**src/rtl/axil_write_master.sv**
```systemverilog
// AXI4-Lite write master: command FIFO feeding independent AW/W issue, B tracking and response forwarding.
// Optional B-response watchdog enabled by defining AXIL_WM_TIMEOUT_EN.
module axil_write_master #(
  parameter int ADDR_W          = 32,
  parameter int DATA_W          = 32,
  parameter int CMD_DEPTH       = 4,
  parameter int MAX_OUTSTANDING = 4,
  parameter int TIMEOUT_CYCLES  = 256
) (
  input  logic                  clk,
  input  logic                  rst,
  input  logic                  cmd_valid,
  output logic                  cmd_ready,
  input  logic [ADDR_W-1:0]     cmd_addr,
  input  logic [DATA_W-1:0]     cmd_data,
  input  logic [DATA_W/8-1:0]   cmd_strb,
  output logic [ADDR_W-1:0]     awaddr,
  output logic                  awvalid,
  input  logic                  awready,
  output logic [DATA_W-1:0]     wdata,
  output logic [DATA_W/8-1:0]   wstrb,
  output logic                  wvalid,
  input  logic                  wready,
  input  logic [1:0]            bresp,
  input  logic                  bvalid,
  output logic                  bready,
  output logic                  rsp_valid,
  output logic [1:0]            rsp_resp,
  input  logic                  rsp_ready,
  output logic [3:0]            outstanding,
  output logic                  busy,
  output logic                  timeout_err
);

  localparam int STRB_W = DATA_W / 8;
  localparam int PTR_W  = (CMD_DEPTH > 1) ? $clog2(CMD_DEPTH) : 1;
  localparam int CNT_W  = PTR_W + 1;

  typedef enum logic {IDLE, ISSUE} state_t;

  logic [ADDR_W-1:0] mem_addr [CMD_DEPTH];
  logic [DATA_W-1:0] mem_data [CMD_DEPTH];
  logic [STRB_W-1:0] mem_strb [CMD_DEPTH];

  logic [PTR_W-1:0]  wr_ptr_q, rd_ptr_q, sel_ptr;
  logic [CNT_W-1:0]  count_q, remaining;
  state_t            state_q;
  logic              awvalid_q, wvalid_q, aw_done_q, w_done_q;
  logic [ADDR_W-1:0] awaddr_q;
  logic [DATA_W-1:0] wdata_q;
  logic [STRB_W-1:0] wstrb_q;
  logic              rsp_valid_q;
  logic [1:0]        rsp_resp_q;
  logic [3:0]        outstanding_q, outstanding_d;

  logic              full, push, pop, aw_hs, w_hs, b_hs, retire;
  logic              use_byp, can_issue, load;
  logic [ADDR_W-1:0] nxt_addr;
  logic [DATA_W-1:0] nxt_data;
  logic [STRB_W-1:0] nxt_strb;

  assign full   = (count_q == CNT_W'(CMD_DEPTH));
  assign push   = cmd_valid && !full;
  assign aw_hs  = awvalid_q && awready;
  assign w_hs   = wvalid_q && wready;
  assign retire = (state_q == ISSUE) && (aw_done_q || aw_hs) && (w_done_q || w_hs);
  assign pop    = retire;
  assign bready = (outstanding_q != 4'd0) && (!rsp_valid_q || rsp_ready);
  assign b_hs   = bvalid && bready;

  always_comb begin
    outstanding_d = outstanding_q;
    if (retire && !b_hs)      outstanding_d = outstanding_q + 4'd1;
    else if (!retire && b_hs) outstanding_d = outstanding_q - 4'd1;
  end

  // The entry behind the current head (or the head itself when idle); an empty FIFO
  // forwards the command being pushed this cycle so issue starts one cycle after accept.
  assign remaining = (state_q == ISSUE) ? count_q - 1'b1 : count_q;
  assign sel_ptr   = (state_q == ISSUE) ? rd_ptr_q + 1'b1 : rd_ptr_q;
  assign use_byp   = (remaining == '0);
  assign nxt_addr  = use_byp ? cmd_addr : mem_addr[sel_ptr];
  assign nxt_data  = use_byp ? cmd_data : mem_data[sel_ptr];
  assign nxt_strb  = use_byp ? cmd_strb : mem_strb[sel_ptr];
  assign can_issue = (!use_byp || push) && (outstanding_d < 4'(MAX_OUTSTANDING));
  assign load      = can_issue && ((state_q == IDLE) || retire);

  always_ff @(posedge clk) begin
    if (push) begin
      mem_addr[wr_ptr_q] <= cmd_addr;
      mem_data[wr_ptr_q] <= cmd_data;
      mem_strb[wr_ptr_q] <= cmd_strb;
    end
  end

  always_ff @(posedge clk or posedge rst) begin
    if (rst) begin
      wr_ptr_q <= '0;
      rd_ptr_q <= '0;
      count_q  <= '0;
    end else begin
      if (push) wr_ptr_q <= wr_ptr_q + 1'b1;
      if (pop)  rd_ptr_q <= rd_ptr_q + 1'b1;
      if (push && !pop)      count_q <= count_q + 1'b1;
      else if (!push && pop) count_q <= count_q - 1'b1;
    end
  end

  always_ff @(posedge clk or posedge rst) begin
    if (rst) begin
      state_q   <= IDLE;
      awvalid_q <= 1'b0;
      wvalid_q  <= 1'b0;
      aw_done_q <= 1'b0;
      w_done_q  <= 1'b0;
      awaddr_q  <= '0;
      wdata_q   <= '0;
      wstrb_q   <= '0;
    end else if (load) begin
      state_q   <= ISSUE;
      awvalid_q <= 1'b1;
      wvalid_q  <= 1'b1;
      aw_done_q <= 1'b0;
      w_done_q  <= 1'b0;
      awaddr_q  <= nxt_addr;
      wdata_q   <= nxt_data;
      wstrb_q   <= nxt_strb;
    end else if (retire) begin
      state_q   <= IDLE;
      awvalid_q <= 1'b0;
      wvalid_q  <= 1'b0;
      aw_done_q <= 1'b0;
      w_done_q  <= 1'b0;
    end else if (state_q == ISSUE) begin
      if (aw_hs) begin
        awvalid_q <= 1'b0;
        aw_done_q <= 1'b1;
      end
      if (w_hs) begin
        wvalid_q <= 1'b0;
        w_done_q <= 1'b1;
      end
    end
  end

  always_ff @(posedge clk or posedge rst) begin
    if (rst) begin
      rsp_valid_q   <= 1'b0;
      rsp_resp_q    <= 2'd0;
      outstanding_q <= 4'd0;
    end else begin
      outstanding_q <= outstanding_d;
      if (b_hs) begin
        rsp_valid_q <= 1'b1;
        rsp_resp_q  <= bresp;
      end else if (rsp_ready) begin
        rsp_valid_q <= 1'b0;
      end
    end
  end

`ifdef AXIL_WM_TIMEOUT_EN
  localparam int TMO_W = $clog2(TIMEOUT_CYCLES + 1);
  logic [TMO_W-1:0] tmo_cnt_q, tmo_cnt_d;
  logic             timeout_err_q;

  always_comb begin
    tmo_cnt_d = tmo_cnt_q;
    if (outstanding_q == 4'd0 || b_hs)              tmo_cnt_d = '0;
    else if (tmo_cnt_q != TMO_W'(TIMEOUT_CYCLES))   tmo_cnt_d = tmo_cnt_q + 1'b1;
  end

  always_ff @(posedge clk or posedge rst) begin
    if (rst) begin
      tmo_cnt_q     <= '0;
      timeout_err_q <= 1'b0;
    end else begin
      tmo_cnt_q <= tmo_cnt_d;
      if (tmo_cnt_d == TMO_W'(TIMEOUT_CYCLES)) timeout_err_q <= 1'b1;
    end
  end

  assign timeout_err = timeout_err_q;
`else
  assign timeout_err = 1'b0;
`endif

  assign cmd_ready   = !full;
  assign awvalid     = awvalid_q;
  assign awaddr      = awaddr_q;
  assign wvalid      = wvalid_q;
  assign wdata       = wdata_q;
  assign wstrb       = wstrb_q;
  assign rsp_valid   = rsp_valid_q;
  assign rsp_resp    = rsp_resp_q;
  assign outstanding = outstanding_q;
  assign busy        = (count_q != '0) || awvalid_q || wvalid_q || (outstanding_q != 4'd0);

endmodule

```
**config.mk**
```make
export PLATFORM = sky130hd
export DESIGN_NAME = axil_write_master
export DESIGN_NICKNAME = d
export VERILOG_FILES = /design/src/rtl/axil_write_master.sv
export SDC_FILE = /design/constraint.sdc
export NUM_CORES = 1
export LEC_CHECK = 0
export ABC_AREA = 0
export CAP_MARGIN = 10
export CORE_ASPECT_RATIO = 1.4
export CORE_MARGIN = 1.5
export CORE_UTILIZATION = 50
export CTS_BUF_LIST = sky130_fd_sc_hd__clkbuf_8
export DETAILED_ROUTE_END_ITERATION = 7
export GPL_TIMING_DRIVEN = 1
export PLACE_DENSITY_LB_ADDON = 0.3
export SKIP_CTS_REPAIR_TIMING = 1
export SLEW_MARGIN = 25
export SYNTH_ARGS = -nofsm -noshare
export SYNTH_HDL_FRONTEND = slang
export SYNTH_SLANG_ARGS = --single-unit
```
**constraint.sdc**
```tcl
create_clock -name clk -period 3.52 [get_ports clk]
set_clock_uncertainty 0.1 [all_clocks]
set_input_delay 0.352 -clock clk [delete_from_list [all_inputs] [get_ports clk]]
set_output_delay 0.352 -clock clk [all_outputs]
set_load 0.02 [all_outputs]
```
# --- Word-level counts from Yosys, hierarchy flattened ---
# Memories as Yosys holds them, arrays and structs flattened.
# Index checks and enable logic that the tools add are counted.
# W data, S select, Z words.
totals:
  mem_count: 3
  input_bits: 77
  mem_bits_rw: 272
  out_inout_bits: 81
  wordCells: 95
  reg_bits: 87
op_classes:
  reduce_logical: 38
  n_mux: 31
  n_eq_ne: 1
  addsub: 6
  n_bitwise: 1
  order_cmp: 1
memory_table:
  columns: ["memory", "words", "word_bits", "read_ports", "rd_clocked_by_memory_dff", "write_ports", "line", "rtl"]
  rows:
  - ["mem_addr", 4, 32, 1, 0, 1, "41", "logic [ADDR_W-1:0] mem_addr [CMD_DEPTH];"]
  - ["mem_data", 4, 32, 1, 0, 1, "42", "logic [DATA_W-1:0] mem_data [CMD_DEPTH];"]
  - ["mem_strb", 4, 4, 1, 0, 1, "43", "logic [STRB_W-1:0] mem_strb [CMD_DEPTH];"]
op_table:
  columns: ["op", "count"]
  rows:
  - ["$mux W32", 2]
  - ["$mux W1", 22]
  - ["$logic_and A1 B1 Y1", 13]
  - ["$mux W4", 3]
  - ["$reduce_bool A3 Y1", 4]
  - ["$mux W3", 3]
  - ["$logic_or A1 B1 Y1", 8]
  - ["$logic_not A1 Y1", 6]
  - ["$reduce_bool A2 Y1", 3]
  - ["$add A2 B1 Y2 const B", 2]
  - ["$add A4 B1 Y4 const B", 1]
  - ["$lt A4 B3 Y1 const B", 1]
  - ["$reduce_and A2 Y1", 2]
  - ["$reduce_bool A4 Y1", 1]
  - ["$sub A4 B1 Y4 const B", 1]
  - ["$add A3 B1 Y3 const B", 1]
  - ["$eq A3 B3 Y1 const B", 1]
  - ["$logic_not A3 Y1", 1]
  - ["$sub A3 B1 Y3 const B", 1]
  - ["$mux W2", 1]
  - ["$not A1 Y1", 1]

# --- Longest topological paths before layout ---
# Gate-level depths: netlist of the first run.
depth:
  depth_word: 13
  ltp_mapped: 14
  ltp_nobuf: 12

# --- Least setup slack after synthesis of the first run ---
# Ideal clock, no wire load.
synth_path:
  path_kind: "reg-to-reg"
  from: "register outstanding_q[0] (netlist: outstanding[0])"
  to: "register awaddr_q[30] (netlist: awaddr[30])"
  arrival_time_ps: 3358
  path_buffers: 2
  setup_time_ps: 125
  t_required_ps: 3295
  path_slack_ps: -63
  period_less_slack_ps: 3583
  stages_incl_launch_ff: 14
  path_cell_list: "dfrtp_1 > inv_1 > ha_1 > nor3b_1 > a21oi_1 > nand2_1 > ha_1 > nand2b_1 > o41ai_2 > xor2_1 > nor4_4 > buf_4 > buf_6 > mux2_2"
synth_between:
  elab_chain_len: 9
  word_cells_on_any_way: 13
  classes_between: "add/sub (2); order compare (1); mux (2); reduce/logical (8)"
synth_rtl:
  columns: ["item", "line", "rtl"]
  rows:
  - ["start, declared", "54", "logic [3:0] outstanding_q, outstanding_d;"]
  - ["start signal, assigned", "152", "outstanding_q <= outstanding_d;"]
  - ["$reduce_bool A4 Y1 (*)", "68", "assign bready = (outstanding_q != 4'd0) && (!rsp_valid_q || rsp_ready);"]
  - ["$logic_and A1 B1 Y1 (*)", "68", null]
  - ["via bready", "26", "output logic bready,"]
  - ["$logic_and A1 B1 Y1 (*)", "69", "assign b_hs = bvalid && bready;"]
  - ["$logic_and A1 B1 Y1 or $logic_not A1 Y1 (tied branches)", "74, 73", null]
  - ["$mux W4 or $logic_and A1 B1 Y1 (tied branches)", "74, 73", null]
  - ["$mux W4 (*)", "73", "if (retire && !b_hs) outstanding_d = outstanding_q + 4'd1;"]
  - ["via outstanding_d[3]", "54", null]
  - ["$lt A4 B3 Y1 (*)", "85", "assign can_issue = (!use_byp || push) && (outstanding_d < 4'(MAX_OUTSTANDING));"]
  - ["$logic_and A1 B1 Y1 (*)", "85", null]
  - ["$logic_and A1 B1 Y1 (*)", "86", "assign load = can_issue && ((state_q == IDLE) || retire);"]
  - ["end signal, assigned", "125", "awaddr_q <= nxt_addr;"]
  - ["end, declared", "49", "logic [ADDR_W-1:0] awaddr_q;"]
# Mark *: on every way through the listed nets, which the timed path passes. The rest lies on a longest branch.
# A chain may end at the register's enable or synchronous reset.

# --- Final worst setup path of the first run ---
layout_path:
  from: "register outstanding_q[1] (netlist: outstanding[1])"
  to: "register wdata_q[12] (netlist: wdata[12])"
layout_between:
  elab_chain_len: 9
  word_cells_on_any_way: 13
  classes_between: "add/sub (2); order compare (1); mux (2); reduce/logical (8)"
layout_rtl:
  columns: ["item", "line", "rtl"]
  rows:
  - ["$reduce_bool A4 Y1 (*)", "68", null]
  - ["$logic_and A1 B1 Y1 (*)", "68", null]
  - ["$logic_and A1 B1 Y1 (*)", "69", null]
  - ["via b_hs", "56", "logic full, push, pop, aw_hs, w_hs, b_hs, retire;"]
  - ["$logic_and A1 B1 Y1 or $logic_not A1 Y1 (tied branches)", "74, 73", null]
  - ["$mux W4 or $logic_and A1 B1 Y1 (tied branches)", "74, 73", null]
  - ["$mux W4 (*)", "73", null]
  - ["via outstanding_d[2]", "54", null]
  - ["$lt A4 B3 Y1 (*)", "85", null]
  - ["$logic_and A1 B1 Y1 (*)", "85", null]
  - ["$logic_and A1 B1 Y1 (*)", "86", null]
  - ["end signal, assigned", "126", "wdata_q <= nxt_data;"]
  - ["end, declared", "50", "logic [DATA_W-1:0] wdata_q;"]
# Marks and branches as above.

==> reports/metrics.yaml, run 1 <==
run_status:
  run_status: "complete, no violations"
global_routing:
  grt_overflow: 0
  antenna_found_initial: 2
  grt_pass1_vias: 10958
  grt_usage_pct: 23.3
  grt_max_degree: 69
  grt_pass1_wl_um: 58900
placed_design:
  pre_cts_ws_ns: 0.00826
  dp_hpwl_um: 21200
  port_buffers: 156
  gp_congestion: 0.781
cts:
  h-tree-depth: 2
  clkSinkCount: 359
  clk_latency_ns: 0.61
  cts_buffer_depth: 3
  ctsRootBufferMaster: "clkbuf_8"
  numCtsBuffers: 55
  path_clk_slew_ns: 0.07
  cts_tree: "built"
power:
  p_comb_share_pct: 47.5
  p_leak_uw: 0.00692
  power_frac_seq_pct: 34.2
  p_switching_uw: 7550
  p_clk_share_pct: 18.4
  power.total_uw: 18800
  p_per_area_nw_per_um2: 994
  p_int_uw: 11200
  switching_share_pct: 40.2
  ir_drop_uv: 616
sta:
  fin_ws_ns: 0.241
  tns_ns: 0
  tightest_slew_ns: 0.774
  rsz0062_at_grt: "no"
  period_share_pct: 93.1
  period_minus_slack_ns: 3.28
  final-setup-viol-count: 0
  slew_violations: 0
  timing.hold.ws_ns: 0.0996
  hold_violations: 0
  slew_headroom_pct: 48.4
  clock.fmax_mhz: 305
floorplanning:
  die_x_um: 152
  start_util_pct: 50.7
  coreArea_sq_um: 30700
  ios: 158
  die_area_sq_um: 32200
  fp.dieH_um: 212
  core.rowCount: 76
synth:
  yosysSeqAreaShare_pct: 66.4
  synth_area_leaders: "edfxtp_1 52%, dfrtp_1 14%, mux2i_1 8.8%, mux2_2 5.0%, nand3_1 4.4%"
  yosysUniqueCellTypes: 40
  ys_seq_elements: 359
  postSynthCellCount: 1153
  yosysMostFrequentCell: "edfxtp_1"
  yosysTopAreaCellShare_pct: 52.4
  synth_area_sq_um: 15600
  synth_edf_count: 272
  synthTopCellsByCount: "272 x edfxtp_1, 143 x nor2_1, 137 x mux2i_1"
  ys_warn_count: 0
  syn_nets: 1243
  avgSynthCellArea_sq_um: 13.5
  synth_ff_type: "edfxtp_1"
  ys_async_sr_fraction_pct: 24.2
  synth_largest_area_cell: "edfxtp_1"
layout:
  drive_above_1_share_pct: 14.1
  n_fill_cell: 2341
  area_growth_pct: 21.2
  utilization_pct: 61.5
  final_nets: 1403
critical_path:
  reg2reg_to: "wdata[12]$_DFFE_PP0P_"
  rr_startpoint: "outstanding[1]$_DFFE_PP0P_"
  ff2ff_path_depth: 14
  required_ns: 3.89
  end_kind: "register"
  crit_path_start_kind: "register"
  worst-path-max-fanout: 37
  path_class: "register to register"
  arrival_ns: 3.65
  ff2ff_setup_slack_ns: 0.24
detailed_routing:
  wire_per_inst_um: 21.4
  routed_wl_um: 37500
  drtPass1Iterations: 5
  vias_per_cell: 5.96
  drc_errors: 0
  vias: 10443
  dr.first_iter.drc_count: 682
  drtAntennaViolNets: 0
job:
  cap_violations: 0
hold_path:
  hold_class: "input pin to async pin"
-- layout make-up --
type | instances | area [sq um] | share of cell area [%]
timing repair buffer | 187 | 1970 | 10.4
tap | 390 | 488 | 2.58
antenna | 3 | 7.51 | 0.0398
clock inverter | 39 | 240 | 1.27
inverter | 13 | 51.3 | 0.272
sequential | 359 | 10300 | 54.8
multi-input combinational | 697 | 4900 | 26.0
clock buffer | 63 | 867 | 4.59
-- state kept, by name (all words and copies together), names as in the netlist, 2 cells and up --
name / count
outstanding: 4
wr_ptr_q: 2
mem_addr: 128
mem_data: 128
rd_ptr_q: 2
wdata: 32
wstrb: 4
rsp_resp: 2
mem_strb: 16
count_q: 3
awaddr: 32
-- cells in the final DEF, fill, tap and decap left out, types with 3 or more instances in the layout --
| cell | count |
|---|---|
| clkbuf_8 | 63 |
| a21oi_1 | 5 |
| nor2_1 | 143 |
| a31oi_1 | 70 |
| nand3_1 | 136 |
| buf_12 | 14 |
| dfrtp_1 | 85 |
| diode_2 | 3 |
| clkdlybuf4s50_1 | 156 |
| bufinv_16 | 3 |
| mux2_2 | 69 |
| edfxtp_1 | 272 |
| and3_4 | 4 |
| nand2_1 | 10 |
| o22ai_1 | 68 |
| clkinv_2 | 5 |
| inv_1 | 38 |
| ha_1 | 13 |
| buf_4 | 17 |
| o21ai_0 | 5 |
| xor2_1 | 5 |
| clkinv_1 | 3 |
| mux2i_1 | 137 |
| xnor2_1 | 4 |
-- per-layer routing --
layer  GRT usage, %  part of all wire (%)  vias to the layer above
met5              0                     0                        -
met4           10.6                   3.5                        0
met3           3.60                   5.9                       92
met2           41.8                    52                      379
met1           27.5                    38                     5265
li1               -                     -                     4707
-- power groups by stage --
stage	combinational [uW]	clock (uW)	sequential, uW
floorplan	5290	0	6780
global placement	8720	0	6430
detailed placement	8890	0	6490
CTS	8940	3510	6410
global route	9630	3680	6520
finish	8900	3450	6410
-- metrics by stage --
step | area [sq um] | cells
2_1_floorplan | 15600 | 1153
3_3_place_gp | 17800 | 1645
3_5_place_dp | 17800 | 1645
4_1_cts | 18900 | 1747
5_1_grt | 18900 | 1749
6_report | 18900 | 1751
-- logic make-up after synthesis --
group                      share of synthesized area [%]
adders and majority gates                           1.04
AOI/OAI and AO/OA                                   6.43
DFF                                                 66.4
and+or+nand+nor                                     8.87
muxes                                               13.9
other                                             0.0241
buffers and inverters                               2.68
xor gates and xnor gates                           0.675
-- worst max-delay path, cell delays in order, from the launching register on --
cell and delay, ns:
dfrtp_1 0.44, inv_1 0.12, ha_1 0.14, nor3b_1 0.32
a21oi_2 0.06, nand2_1 0.17, inv_1 0.09, ha_1 0.22
nand2_1 0.06, o21ai_0 0.09, xor2_1 0.23, nor4_4 0.28
buf_4 0.18, buf_12 0.24, mux2_2 0.37
-- worst max-delay path by stage --
stage,from,end,depth (start not counted)
after CTS,outstanding[0]$_DFFE_PP0P_,wdata[21]$_DFFE_PP0P_,12
after global placement,awready,wdata[23]$_DFFE_PP0P_,12
after floorplan,outstanding[0]$_DFFE_PP0P_,awaddr[30]$_DFFE_PP0P_,13
after detailed placement,awready,wdata[30]$_DFFE_PP0P_,12
after global routing,outstanding[1]$_DFFE_PP0P_,awaddr[19]$_DFFE_PP0P_,14
final,outstanding[1]$_DFFE_PP0P_,wdata[12]$_DFFE_PP0P_,14
No activity file was read; power rests on OpenSTA's default activity.
==> run 2, diff against run 1 <==
--- a/config.mk
+++ b/config.mk
@@ -15,7 +15,7 @@
 export GPL_TIMING_DRIVEN = 1
 export PLACE_DENSITY_LB_ADDON = 0.3
 export SKIP_CTS_REPAIR_TIMING = 1
-export SLEW_MARGIN = 25
+export SLEW_MARGIN = 30
 export SYNTH_ARGS = -nofsm -noshare
 export SYNTH_HDL_FRONTEND = slang
 export SYNTH_SLANG_ARGS = --single-unit
==> results of run 2 <==
The final DEF is identical to that of run 1; final timing and power are the same.
==> run 3, diff against run 2 <==
--- a/config.mk
+++ b/config.mk
@@ -5,14 +5,14 @@
 export SDC_FILE = /design/constraint.sdc
 export NUM_CORES = 1
 export LEC_CHECK = 0
-export ABC_AREA = 0
+export ABC_AREA = 1
 export CAP_MARGIN = 10
 export CORE_ASPECT_RATIO = 1.4
 export CORE_MARGIN = 1.5
 export CORE_UTILIZATION = 50
-export CTS_BUF_LIST = sky130_fd_sc_hd__clkbuf_8
 export DETAILED_ROUTE_END_ITERATION = 7
 export GPL_TIMING_DRIVEN = 1
+export HOLD_SLACK_MARGIN = 0.15
 export PLACE_DENSITY_LB_ADDON = 0.3
 export SKIP_CTS_REPAIR_TIMING = 1
 export SLEW_MARGIN = 30
==> run 3 against run 2 <==
Against the previous run: synthesized cell count grew 40%; first-iteration DRC count grew 29%; worst hold slack gained 0.17 ns.
==> reports/metrics.yaml, run 3 <==
run_status:
  run_status: "complete, no violations"
floorplanning:
  start_util_pct: 50.8  # +0.067 points
  die_area_sq_um: 32400  # +0.43%
  die_x_um: 153  # +0.22%
  coreArea_sq_um: 30800  # +0.31%
  core.rowCount: 76  # unchanged
  ios: 158  # unchanged
  fp.dieH_um: 212  # +0.22%
sta:
  slew_violations: 0  # unchanged
  hold_violations: 0  # unchanged
  clock.fmax_mhz: 319  # +4.4%
  tightest_slew_ns: 0.904  # +0.130 ns
  final-setup-viol-count: 0  # unchanged
  rsz0062_at_grt: "no"
  tns_ns: 0  # unchanged
  period_share_pct: 89.2  # -4.0 points
  period_minus_slack_ns: 3.14  # -0.139 ns
  slew_headroom_pct: 39.8  # -8.7 points
cts:
  numCtsBuffers: 35  # -36%
  cts_tree: "built"
  clk_latency_ns: 0.52  # -0.09 ns
  ctsRootBufferMaster: "clkbuf_16"
  path_clk_slew_ns: 0.06  # about the same
  cts_buffer_depth: 3  # unchanged
  h-tree-depth: 2  # unchanged
  clkSinkCount: 359  # unchanged
power:
  ir_drop_uv: 354  # -43%
  power.total_uw: 9200  # -51%
  p_leak_uw: 0.00822  # +19%
  p_per_area_nw_per_um2: 489  # -51%
critical_path:
  ff2ff_path_depth: 20  # +6
  ff2ff_setup_slack_ns: 0.38  # +0.14 ns
  reg2reg_to: "awaddr[15]$_DFFE_PP0P_"
  worst-path-max-fanout: 24  # -35%
  crit_slowest_cell: "dfrtp_1"
  end_kind: "register"
  path_class: "register to register"
  rr_startpoint: "outstanding[0]$_DFFE_PP0P_"
  worstPathCellList: "inv_1, ha_1, nand3_1, inv_1, nor2_1, nand2_1, inv_1, ha_1, inv_1, nor2_1, nand3_1, nand2_1, nand2_1, nand2_1, nand3_2, inv_2, nand2_2, buf_4, nand2_1, nand2_1"
  arrival_ns: 3.44  # -0.21 ns
  crit_path_start_kind: "register"
  required_ns: 3.82  # -0.07 ns
  crit_path_frequent_cell: "nand2_1"
  max_stage_delay_ns: 0.43  # about the same
synth:
  ys_warn_count: 0  # unchanged
  ys_seq_elements: 359  # unchanged
  synthTopCellsByCount: "866 x nand2_1, 272 x edfxtp_1, 210 x nand3_1"
  synth_area_sq_um: 15600  # +0.44%
  yosysUniqueCellTypes: 25  # -38%
  synth_edf_count: 272  # unchanged
  ys_async_sr_fraction_pct: 24.2  # unchanged
  yosysSeqAreaShare_pct: 66.1  # -0.29 points
  synth_area_leaders: "edfxtp_1 52%, nand2_1 21%, dfrtp_1 14%, nand3_1 6.7%, buf_2 1.3%"
  syn_nets: 1704  # +37%
  avgSynthCellArea_sq_um: 9.69  # -28%
  synth_ff_type: "edfxtp_1"
  synth_largest_area_cell: "edfxtp_1"
  yosysMostFrequentCell: "nand2_1"
  yosysTopAreaCellShare_pct: 52.2  # -0.23 points
  postSynthCellCount: 1614  # +40%
detailed_routing:
  vias: 11670  # +12%
  wire_per_inst_um: 17.8  # -17%
  vias_per_cell: 5.40  # -9.4%
  drtAntennaViolNets: 0  # unchanged
  routed_wl_um: 38500  # +2.5%
  dr.first_iter.drc_count: 878  # +29%
  drc_errors: 0  # unchanged
  drtPass1Iterations: 5  # unchanged
layout:
  largest_registers: "mem_addr x128, mem_data x128"
  final_common_cell: "nand2_1"
  final_nets: 1832  # +31%
  area_growth_pct: 20.3
  final_cell_mix: "863 x nand2_1, 272 x edfxtp_1, 210 x nand3_1"
  drive_above_1_share_pct: 5.77  # -8.3 points
hold_path:
  hold_class: "input pin to async pin"
job:
  cap_violations: 0  # unchanged
global_routing:
  grt_max_degree: 85  # +23%
  grt_pass1_wl_um: 61500  # +4.4%
  grt_pass1_vias: 11689  # +6.7%
  antenna_found_initial: 3  # +1
  grt_usage_pct: 24.1  # +0.82 points
  grt_overflow: 0  # unchanged
placed_design:
  dp_hpwl_um: 21600  # +2.1%
  port_buffers: 156  # unchanged
  gp_congestion: 0.846  # +8.3%
## run 3: cell count changes in the layout (fill, tap and decap cells not counted), sizes merged, moves of 3 or more
cell	before	now
a21oi	6	3
nand3	136	211
mux2i	137	0
xor2	7	4
clkbuf	63	46
and3	4	0
nand2	11	868
nor2	143	14
a31oi	70	0
o21ai	5	9
mux2	70	0
o22ai	68	0
xnor2	5	1
inv	40	31
## run 3: metal layers
layer | track usage (%) | share of wire, %
met1 | 29.2 | 40
met2 | 44.6 | 52
met3 | 3.08 | 5.3
met4 | 7.82 | 2.2
met5 | 0 | 0.029
## run 3: cell type report
class	count	area, sq um
Sequential cell	359	10300
Fill cell	2483	12000
Clock inverter	17	230
Tap cell	390	488
Antenna cell	2	5.00
Inverter	31	121
Clock buffer	46	970
Timing Repair Buffer	185	1890
Multi-Input combinational cell	1130	4770
## run 3: metrics by stage
stage	setup WS, ns	utilization (%)	std cells	cell area (sq um)	hold WS, ns
CTS	0.414	61.1	2158	18800	0.262
floorplan	-0.964	-	1614	15600	0.343
global route	0.0464	61.1	2160	18800	0.274
detailed placement	0.308	57.2	2095	17600	0.364
global placement	0.458	57.2	2095	17600	0.364
finish	0.381	61.1	2160	18800	0.266
## run 3: cells by family (layout without fill, tap and decap cells)
kind of cell	after synthesis	after routing	synth area share [%]
flops	359	359	66.1
fa+ha+maj	13	13	1.04
simple gates	1097	1097	28.2
other cells	1	3	0.0240
xor+xnor	5	5	0.280
compound gates	14	14	0.528
buf+inv	125	279	3.81
## run 3: worst max path at each step
stage / startpoint / endpoint / cells after the start
2_1_floorplan: count_q[0]$_DFFE_PP0P_ / mem_addr[0][0]$_DFFE_PP_ / 5
3_3_place_gp: awready / wdata[27]$_DFFE_PP0P_ / 16
3_5_place_dp: awready / awaddr[13]$_DFFE_PP0P_ / 16
4_1_cts: outstanding[0]$_DFFE_PP0P_ / awaddr[15]$_DFFE_PP0P_ / 20
5_1_grt: outstanding[0]$_DFFE_PP0P_ / wdata[27]$_DFFE_PP0P_ / 19
6_report: outstanding[0]$_DFFE_PP0P_ / awaddr[15]$_DFFE_PP0P_ / 20
## run 3: power by group
group | switching [uW] | internal, uW | total [uW]
Sequential | 39.5 | 4590 | 4630
Combinational | 441 | 238 | 680
Clock | 1560 | 2330 | 3890
Total | 2040 | 7160 | 9200
## run 3: critical path: cells and delay by family (launching register included)
family / cells / cell delay [ns]
flops: 1 / 0.43
buf+inv: 6 / 0.81
simple gates: 12 / 1.27
fa+ha+maj: 2 / 0.42
